`src/rtl/lsu_unaligned.sv`:
```
// Load/store unit between EXE and local DMEM / network TX. Classifies addresses as local or remote,
// splits misaligned local accesses into two aligned DMEM accesses and queues remote requests.

module lsu_unaligned #(
    parameter int          data_width_p      = 32,
    parameter int          dmem_size_p       = 1024,
    parameter int          low_spm_bytes_p   = 256,
    parameter logic [31:0] high_spm_base_p   = 32'h0003_F100,
    parameter int          remote_fifo_els_p = 2,
    parameter int          x_cord_width_p    = 6,
    parameter int          y_cord_width_p    = 5,
    localparam int dmem_addr_width_lp = (dmem_size_p > 1) ? $clog2(dmem_size_p) : 1
) (
    input  logic                          clk_i,
    input  logic                          reset_i,
    input  logic                          req_v_i,
    output logic                          req_ready_o,
    input  logic                          req_w_i,
    input  logic [1:0]                    req_size_i,
    input  logic                          req_unsigned_i,
    input  logic [data_width_p-1:0]       req_addr_i,
    input  logic [data_width_p-1:0]       req_data_i,
    input  logic [4:0]                    req_rd_i,
    input  logic [x_cord_width_p-1:0]     tg_x_cord_i,
    input  logic [y_cord_width_p-1:0]     tg_y_cord_i,
    output logic                          dmem_v_o,
    output logic                          dmem_w_o,
    output logic [dmem_addr_width_lp-1:0] dmem_addr_o,
    output logic [data_width_p-1:0]       dmem_data_o,
    output logic [3:0]                    dmem_mask_o,
    input  logic [data_width_p-1:0]       dmem_data_i,
    output logic                          wb_v_o,
    output logic [4:0]                    wb_rd_o,
    output logic [data_width_p-1:0]       wb_data_o,
    output logic                          remote_v_o,
    input  logic                          remote_ready_i,
    output logic                          remote_w_o,
    output logic [31:0]                   remote_addr_o,
    output logic [31:0]                   remote_data_o,
    output logic [3:0]                    remote_mask_o,
    output logic [4:0]                    remote_rd_o,
    output logic [1:0]                    remote_size_o,
    output logic                          remote_unsigned_o,
    output logic                          misaligned_err_o
);

    localparam int tg_addr_width_lp = 32 - 3 - x_cord_width_p - y_cord_width_p;
    localparam logic [31:0] low_limit_lp     = 32'(low_spm_bytes_p);
    localparam logic [31:0] tg_high_limit_lp = 32'(65536 - (4 * dmem_size_p - low_spm_bytes_p));
    localparam logic [31:0] high_spm_top_lp  = 32'h0003_FFFF;
    localparam logic [dmem_addr_width_lp-1:0] last_idx_lp = dmem_addr_width_lp'(dmem_size_p - 1);
    localparam int ptr_width_lp = $clog2(remote_fifo_els_p);
    localparam int cnt_width_lp = $clog2(remote_fifo_els_p + 1);
    localparam logic [ptr_width_lp-1:0] last_ptr_lp = ptr_width_lp'(remote_fifo_els_p - 1);
    localparam logic [cnt_width_lp-1:0] full_cnt_lp = cnt_width_lp'(remote_fifo_els_p);

    typedef struct packed {
        logic [2:0]                  remote;
        logic [y_cord_width_p-1:0]   y_cord;
        logic [x_cord_width_p-1:0]   x_cord;
        logic [tg_addr_width_lp-1:0] addr;
    } tile_group_addr_s;

    typedef struct packed {
        logic        w;
        logic [31:0] addr;
        logic [31:0] data;
        logic [3:0]  mask;
        logic [4:0]  rd;
        logic [1:0]  size;
        logic        uns;
    } remote_req_s;

    typedef enum logic [2:0] {
        IDLE   = 3'd0,
        ISSUE0 = 3'd1,
        ISSUE1 = 3'd2,
        WB     = 3'd3,
        ENQ    = 3'd4
    } state_e;

    function automatic logic is_local_addr(input logic [31:0] addr,
                                           input logic [x_cord_width_p-1:0] x,
                                           input logic [y_cord_width_p-1:0] y);
        tile_group_addr_s tg;
        logic [31:0]      field;
        tg    = addr;
        field = 32'(tg.addr);
        return (addr < low_limit_lp)
            || ((addr >= high_spm_base_p) && (addr <= high_spm_top_lp))
            || ((tg.remote == 3'b001) && (tg.x_cord == x) && (tg.y_cord == y)
                && ((field < low_limit_lp) || (field >= tg_high_limit_lp)));
    endfunction

    state_e                        state_r;
    logic [31:0]                   addr_r;
    logic                          w_r;
    logic [1:0]                    size_r;
    logic                          unsigned_r;
    logic [4:0]                    rd_r;
    logic [31:0]                   store_data_r;
    logic [6:0]                    mask_r;
    logic [dmem_addr_width_lp-1:0] idx_r;
    logic                          misaligned_r;
    logic [31:0]                   first_word_r;

    logic [1:0]                    off_s;
    logic                          misaligned_s;
    logic [31:0]                   repl_s;
    logic [31:0]                   rot_s;
    logic [6:0]                    base_mask_s;
    logic [6:0]                    m7_s;
    logic [dmem_addr_width_lp-1:0] idx_s;
    logic                          local_s;
    logic [dmem_addr_width_lp-1:0] next_idx_s;
    logic [31:0]                   lo_s;
    logic [31:0]                   merged_s;
    logic [31:0]                   ext_s;

    remote_req_s                   fifo_mem_r [remote_fifo_els_p];
    logic [ptr_width_lp-1:0]       rd_ptr_r;
    logic [ptr_width_lp-1:0]       wr_ptr_r;
    logic [cnt_width_lp-1:0]       cnt_r;
    logic                          fifo_full_s;
    logic                          enq_s;
    logic                          deq_s;
    remote_req_s                   enq_entry_s;
    remote_req_s                   head_s;

    assign off_s      = req_addr_i[1:0];
    assign idx_s      = req_addr_i[2 +: dmem_addr_width_lp];
    assign local_s    = is_local_addr(req_addr_i, tg_x_cord_i, tg_y_cord_i);
    assign m7_s       = base_mask_s << off_s;
    assign next_idx_s = (idx_r == last_idx_lp) ? '0 : idx_r + 1'b1;

    // Decode the incoming request: size mask, misalignment, replicated and rotated store data.
    always_comb begin
        misaligned_s = 1'b0;
        repl_s       = req_data_i;
        base_mask_s  = 7'b000_1111;
        case (req_size_i)
            2'd0: begin
                repl_s      = {4{req_data_i[7:0]}};
                base_mask_s = 7'b000_0001;
            end
            2'd1: begin
                repl_s       = {2{req_data_i[15:0]}};
                base_mask_s  = 7'b000_0011;
                misaligned_s = (off_s == 2'd3);
            end
            default: misaligned_s = (off_s != 2'd0);
        endcase
        case (off_s)
            2'd1:    rot_s = {repl_s[23:0], repl_s[31:24]};
            2'd2:    rot_s = {repl_s[15:0], repl_s[31:16]};
            2'd3:    rot_s = {repl_s[7:0],  repl_s[31:8]};
            default: rot_s = repl_s;
        endcase
    end

    // Merge the two read words, then size-trim and extend for writeback.
    always_comb begin
        lo_s = misaligned_r ? first_word_r : dmem_data_i;
        case (addr_r[1:0])
            2'd1:    merged_s = {dmem_data_i[7:0],  lo_s[31:8]};
            2'd2:    merged_s = {dmem_data_i[15:0], lo_s[31:16]};
            2'd3:    merged_s = {dmem_data_i[23:0], lo_s[31:24]};
            default: merged_s = lo_s;
        endcase
        case (size_r)
            2'd0:    ext_s = unsigned_r ? {24'd0, merged_s[7:0]}  : {{24{merged_s[7]}},  merged_s[7:0]};
            2'd1:    ext_s = unsigned_r ? {16'd0, merged_s[15:0]} : {{16{merged_s[15]}}, merged_s[15:0]};
            default: ext_s = merged_s;
        endcase
    end

    assign wb_data_o = wb_v_o ? ext_s : '0;

    // Request FSM; every output is registered alongside the next state.
    always_ff @(posedge clk_i) begin
        if (reset_i) begin
            state_r          <= IDLE;
            req_ready_o      <= 1'b1;
            dmem_v_o         <= 1'b0;
            dmem_w_o         <= 1'b0;
            dmem_addr_o      <= '0;
            dmem_data_o      <= '0;
            dmem_mask_o      <= 4'h0;
            wb_v_o           <= 1'b0;
            wb_rd_o          <= 5'd0;
            misaligned_err_o <= 1'b0;
            addr_r           <= 32'd0;
            w_r              <= 1'b0;
            size_r           <= 2'd0;
            unsigned_r       <= 1'b0;
            rd_r             <= 5'd0;
            store_data_r     <= 32'd0;
            mask_r           <= 7'd0;
            idx_r            <= '0;
            misaligned_r     <= 1'b0;
            first_word_r     <= 32'd0;
        end else begin
            dmem_v_o         <= 1'b0;
            dmem_w_o         <= 1'b0;
            dmem_addr_o      <= '0;
            dmem_data_o      <= '0;
            dmem_mask_o      <= 4'h0;
            wb_v_o           <= 1'b0;
            wb_rd_o          <= 5'd0;
            misaligned_err_o <= 1'b0;
            case (state_r)
                IDLE: begin
                    if (req_v_i) begin
                        addr_r       <= req_addr_i;
                        w_r          <= req_w_i;
                        size_r       <= req_size_i;
                        unsigned_r   <= req_unsigned_i;
                        rd_r         <= req_rd_i;
                        store_data_r <= local_s ? rot_s : repl_s;
                        mask_r       <= m7_s;
                        idx_r        <= idx_s;
                        misaligned_r <= misaligned_s;
                        req_ready_o  <= 1'b0;
                        if (local_s) begin
                            state_r     <= ISSUE0;
                            dmem_v_o    <= 1'b1;
                            dmem_w_o    <= req_w_i;
                            dmem_addr_o <= idx_s;
                            dmem_data_o <= req_w_i ? rot_s : 32'd0;
                            dmem_mask_o <= m7_s[3:0];
                        end else begin
                            state_r <= ENQ;
                        end
                    end
                end
                ISSUE0: begin
                    if (misaligned_r) begin
                        state_r     <= ISSUE1;
                        dmem_v_o    <= 1'b1;
                        dmem_w_o    <= w_r;
                        dmem_addr_o <= next_idx_s;
                        dmem_data_o <= w_r ? store_data_r : 32'd0;
                        dmem_mask_o <= {1'b0, mask_r[6:4]};
                    end else if (!w_r) begin
                        state_r <= WB;
                        wb_v_o  <= 1'b1;
                        wb_rd_o <= rd_r;
                    end else begin
                        state_r     <= IDLE;
                        req_ready_o <= 1'b1;
                    end
                end
                ISSUE1: begin
                    first_word_r <= dmem_data_i;
                    if (!w_r) begin
                        state_r <= WB;
                        wb_v_o  <= 1'b1;
                        wb_rd_o <= rd_r;
                    end else begin
                        state_r     <= IDLE;
                        req_ready_o <= 1'b1;
                    end
                end
                WB: begin
                    state_r     <= IDLE;
                    req_ready_o <= 1'b1;
                end
                ENQ: begin
                    // A misaligned remote request is reported and dropped, never queued.
                    if (misaligned_r) begin
                        misaligned_err_o <= 1'b1;
                        state_r          <= IDLE;
                        req_ready_o      <= 1'b1;
                    end else if (!fifo_full_s) begin
                        state_r     <= IDLE;
                        req_ready_o <= 1'b1;
                    end
                end
                default: begin
                    state_r     <= IDLE;
                    req_ready_o <= 1'b1;
                end
            endcase
        end
    end

    assign fifo_full_s = (cnt_r == full_cnt_lp);
    assign enq_s       = (state_r == ENQ) && !misaligned_r && !fifo_full_s;
    assign deq_s       = remote_v_o && remote_ready_i;
    assign enq_entry_s = '{w: w_r, addr: addr_r, data: store_data_r, mask: mask_r[3:0],
                           rd: rd_r, size: size_r, uns: unsigned_r};
    assign head_s      = fifo_mem_r[rd_ptr_r];

    assign remote_v_o        = (cnt_r != '0);
    assign remote_w_o        = remote_v_o ? head_s.w    : 1'b0;
    assign remote_addr_o     = remote_v_o ? head_s.addr : 32'd0;
    assign remote_data_o     = remote_v_o ? head_s.data : 32'd0;
    assign remote_mask_o     = remote_v_o ? head_s.mask : 4'h0;
    assign remote_rd_o       = remote_v_o ? head_s.rd   : 5'd0;
    assign remote_size_o     = remote_v_o ? head_s.size : 2'd0;
    assign remote_unsigned_o = remote_v_o ? head_s.uns  : 1'b0;

    // Remote request FIFO; enqueue is blocked while full so a full enq+deq never occurs.
    always_ff @(posedge clk_i) begin
        if (reset_i) begin
            rd_ptr_r <= '0;
            wr_ptr_r <= '0;
            cnt_r    <= '0;
            for (int i = 0; i < remote_fifo_els_p; i++) begin
                fifo_mem_r[i] <= '0;
            end
        end else begin
            if (enq_s) begin
                fifo_mem_r[wr_ptr_r] <= enq_entry_s;
                wr_ptr_r             <= (wr_ptr_r == last_ptr_lp) ? '0 : wr_ptr_r + 1'b1;
            end
            if (deq_s) begin
                rd_ptr_r <= (rd_ptr_r == last_ptr_lp) ? '0 : rd_ptr_r + 1'b1;
            end
            case ({enq_s, deq_s})
                2'b10:   cnt_r <= cnt_r + 1'b1;
                2'b01:   cnt_r <= cnt_r - 1'b1;
                default: cnt_r <= cnt_r;
            endcase
        end
    end

endmodule
```
`config.mk`:
```
export PLATFORM = sky130hd
export DESIGN_NAME = lsu_unaligned
export DESIGN_NICKNAME = d
export VERILOG_FILES = /design/src/rtl/lsu_unaligned.sv
export SDC_FILE = /design/constraint.sdc
export NUM_CORES = 1
export LEC_CHECK = 0
export ABC_AREA = 1
export BUFFER_PORTS_ARGS = -buffer_cell sky130_fd_sc_hd__buf_2
export CAP_MARGIN = 15
export CORE_MARGIN = 2
export CORE_UTILIZATION = 38
export DETAILED_ROUTE_END_ITERATION = 16
export PLACE_DENSITY = 0.61
export SLEW_MARGIN = 20
export SYNTH_ARGS = -nofsm -noshare
export SYNTH_HDL_FRONTEND = slang
export SYNTH_SLANG_ARGS = --single-unit
export TNS_END_PERCENT = 1
```
`constraint.sdc`:
```
create_clock -name clk_i -period 3.95 [get_ports clk_i]
set_input_delay 0.79 -clock clk_i [delete_from_list [all_inputs] [get_ports clk_i]]
set_output_delay 0.79 -clock clk_i [all_outputs]
set_load 0.01 [all_outputs]
```
# Word level (Yosys, flattened, before mapping)
# Memory sizes are Yosys's and may differ from the RTL's. A register that Yosys moved wholly into a read port is not among the register bits.
# Cells that the tools add are included.
# totals
reg_bits,186
output_inout_bits,166
mem_bits_rw,154
memories,1
inputBits,120
# mem_list
memory,depth,width,read_ports,rd_ports_with_merged_regs,wr,line,rtl
fifo_mem_r,2,77,1,1,2,120,remote_req_s fifo_mem_r [remote_fifo_els_p];
# classes
n_lt_le_gt_ge,5
n_shift,1
n_reduce_logical,23
n_addsub,5
n_eq_ne,21
n_bitwise,1
muxes,73
# op_table
cell,n
32-bit 2-to-1 mux,12
32-bit case mux with 2 select lines,3
32-bit case mux with 3 select lines,2
77-bit 2-to-1 mux,1
77-bit OR reduction,1
10-bit 2-to-1 mux,4
"32-bit by 18-bit greater-or-equal comparator with 1-bit output, second input constant",1
"32-bit by 18-bit <= comparator with 1-bit output, second input constant",1
"32-bit by 9-bit less-than comparator with 1-bit output, second input constant",1
1-bit 2-to-1 mux,26
10-bit case mux with 2 select lines,1
"18-bit by 16-bit greater-or-equal comparator with 1-bit output, second input constant",1
"18-bit by 9-bit less-than comparator with 1-bit output, second input constant",1
4-bit case mux with 2 select lines,2
3-bit 2-to-1 mux,5
5-bit 2-to-1 mux,3
"2-bit == test, second input constant",6
4-bit 2-to-1 mux,3
3-bit case mux with 4 select lines,1
"10-bit by 1-bit adder with 10-bit output, second input constant",1
"10-bit == test, second input constant",1
"2-bit by 1-bit == test with 1-bit output, second input constant",5
5-bit case mux with 2 select lines,1
1-bit case mux with 2 select lines,4
24 further kinds,42

# Longest topological paths before layout
# logic_depth
ltp_word,8
mapped_depth,13

# Least setup slack after synthesis
# No wires, ideal clock.
# synth_path
kind,input -> register
startpoint,in reset_i
endpoint,"mem fifo_mem_r[1][0] (netlist bit), enable pin"
slack_ps,168
arrival_ps,3344
path_stages,6
cell_sequence,inv_1 -> clkbuf_1 -> nand3_1 -> clkbuf_1 -> buf_2 -> nand2_1
# synth_lines
item,line,rtl
"start, declared",15,"input logic reset_i,"
"end, declared",120,

# Worst setup path after layout
# layout_path
startpoint,reg addr_r[1]
endpoint,out wb_data_o[18]
# layout_between
elab_chain_cells,5
elab_cells_between_ends,8
cone_classes,eq/ne: 3; mux: 5
# layout_lines
item,line,rtl
"start, declared",96,logic [31:0] addr_r;
"start signal, assigned",214,addr_r <= req_addr_i;
2-bit == test / 2-bit by 1-bit == test with 1-bit output (equally long branches),164,case (addr_r[1:0])
32-bit case mux with 3 select lines (*),164,
32-bit 2-to-1 mux (on tied branches),"172, 171",
32-bit case mux with 2 select lines (*),170,case (size_r)
32-bit 2-to-1 mux (*),177,assign wb_data_o = wb_v_o ? ext_s : '0;
"end, declared",34,"output logic [data_width_p-1:0] wb_data_o,"
# Every way passes the cells marked *; elsewhere a longest branch is shown, timed or not.

==> reports/results.ini <==
[status]
outcome=finished, final reports clean

[timing]
drv_slew=0
finalClockSkew_ns=0.0175
slew_headroom_pct=34.4
finalCritPeriodShare_pct=90.6
tightestPinTransition_ns=0.984
hold_viol=0
fmax_mhz=279
fin_crit_ns=3.58
setup_violations=0
fin_setup_tns_ns=0
rsz0062_at_grt=no

[floorplan]
row_count=75
core_area_um2=41900
start_util_pct=38.6
die_w_um=210
die_h_um=210
dieArea_um2=44200
ioPinCount=286

[cts]
clk_pin_slew_ns=0.06
cts_inserted_buffers=37
cts_tree=built
cts_sinks=331
clockRootBuffer=clkbuf_16
postCtsSetupBuffers=0
cts_resized=0
ctsHtreeMaxLevel=2
cts_hold_buf=0
clkLatencyLatePin_ns=0.55
clockBufferDepth=3

[power_and_ir_drop]
leakage_nw=8.48
vdd_drop_max_uv=284
p_per_area_nw_per_um2=469

[critical_path]
crit_path_start=addr_r[1]
start_kind=flop
path_max_fanout=17
end_kind=output pin
r2r_start=cnt_r[0]
arrival_ns=2.79
required_ns=3.16
path_class=reg -> out

[grt]
grt_usage_pct=23.7
grt_overflow_total=0
grt_pass1_wl_mm=81.9
antenna_found_initial=3
grt_max_degree=79
first_global_vias=14139

[place]
dp_hpwl_mm=36.3
place_area_um2=18000
globalplace.congestion=0.922
numPortBuffers=285

[routing]
initialDrtViolationCount=1447
viasPerCell=5.24
drc=0
avgRoutedWirePerCell_um=18.2
vias=15399
antenna_left=0
dr.pass1.iters=7
wirelength_mm=53.5

[layout]
area_growth_pct=18.6
multiInputGateArea_um2=6690
regArea_um2=8170
layout.nets=2491
drive_gt1_share_pct=17.7
stdcell_area_um2=19200
fillers=4202

[run]
drv_cap=0

[worst_hold_path]
min_path_type=reg -> reg
min_from=rd_ptr_r

[synth]
yosys_warnings=0
synthCells=2152
synth-edff-count=154
synthDistinctLibCells=42
syn_avg_cell_area_um2=7.52
netlist_area_um2=16200
synth-seq-cells=331
async_reset_ff_share_pct=0
synth-main-ff-cell=dfxtp_1
ys_seq_area_share_pct=50.5
syn_nets=2274

power breakdown:
group          switching, W  internal (W)
sequential        0.0000697       0.00375
combinational       0.00129      0.000503
clock               0.00144       0.00194
layout make-up:
type / count / area share (%)
antenna: 1 / 0.0130
sequential: 331 / 42.6
inverter: 217 / 4.25
timing repair buffer: 311 / 8.59
clock inverter: 19 / 0.926
multi-input combinational: 1471 / 34.9
tap: 539 / 3.52
clock buffer: 47 / 5.23
stage by stage:
step	hold WS (ns)	power, W	std cells	utilization, %	setup slack (ns)
3_3_place_gp	0.433	0.00568	2869	42.9	1.01
3_5_place_dp	0.441	0.00570	2869	42.9	0.945
6_report	0.448	0.00900	2936	45.7	0.369
4_1_cts	0.450	0.00908	2935	45.7	0.333
2_1_floorplan	0.426	0.00496	2152	-	0.168
5_1_grt	0.475	0.00940	2936	45.7	0.141
state kept, by name (all words and copies together) (netlist names), 2 cells and up, named ones only:
signal / count
addr_r: 32
cnt_r: 2
dmem_addr_o: 10
dmem_data_o: 32
dmem_mask_o: 4
fifo_mem_r: 154
first_word_r: 32
mask_r: 7
rd_r: 5
size_r: 2
state_r: 3
store_data_r: 32
wb_rd_o: 5
placed cells by master (no fill, tap or decap), drive strengths merged:
master / n
nand2: 537
buf: 311
nor2: 271
a21oi: 258
inv: 218
dfxtp: 177
o21ai: 173
edfxtp: 154
nand3: 125
clkbuf: 47
o22ai: 27
or2: 16
clkinv: 15
nand4: 13
a31oi: 9
a2111oi: 8
a22oi: 8
nor3: 4
xor2: 4
xnor2: 3
a41oi: 2
a221oi: 2
nand3b: 2
a211oi: 2
ha: 2
bufinv: 2
diode: 1
o211ai: 1
mux2i: 1
a22o: 1
o31ai: 1
or3: 1
clkinvlp: 1
worst max-delay path: stages (launching register included):
cell and delay [ns]:
dfxtp_1 0.53, nand2_2 0.31, inv_2 0.38, nand2_1 0.11
nand4_2 0.15, nand3_4 0.15, nand3_2 0.13, nand2_4 0.17
nor2_1 0.16, buf_2 0.15
routing by layer:
layer | vias up | part of all wire [%] | track usage [%]
li1 | 7480 | - | -
met1 | 7221 | 46 | 34.3
met2 | 605 | 44 | 35.9
met3 | 91 | 7.5 | 4.11
met4 | 2 | 2.7 | 8.22
met5 | - | 0.024 | 0
path summary, 6_finish.rpt:
check	end	slack (ns)	depth (start not counted)
hold / removal	flop	0.45	1
hold reg to reg	flop	0.45	1
setup reg to reg	fifo_mem_r[0][11]	1.31	7
setup / recovery	wb_data_o[18]	0.37	9
Yosys cell counts, types with 8 or more instances:
master     number  share of area (%)
o21ai_1        30               0.93
a2111oi_0       8               0.43
nor2_2         13               0.50
inv_2          10               0.23
buf_1           8               0.19
o21ai_0       143                4.4
clkbuf_1       93                2.2
a31oi_1         9               0.35
a22oi_1         8               0.37
nor2_1        257                6.0
a21oi_1       258                8.0
nand4_1        12               0.46
inv_1         206                4.8
buf_2          30               0.93
nand2_1       534                 12
edfxtp_1      154                 29
nand3_1       122                3.8
dfxtp_1       177                 22
o22ai_1        27                1.0
or2_2          16               0.62
kinds of logic (layout without fill, tap and decap cells):
kind of cell,Yosys count,in the layout,synth area share (%)
buffers and inverters,350,594,8.42
xor gates and xnor gates,7,7,0.379
muxes,1,1,0.0619
adders and majority gates,2,2,0.155
and+or+nand+nor,969,969,24.5
DFF,331,331,50.5
other,0,1,0
AOI/OAI and AO/OA,492,492,16.0
Power figures use the tool's default switching activity.
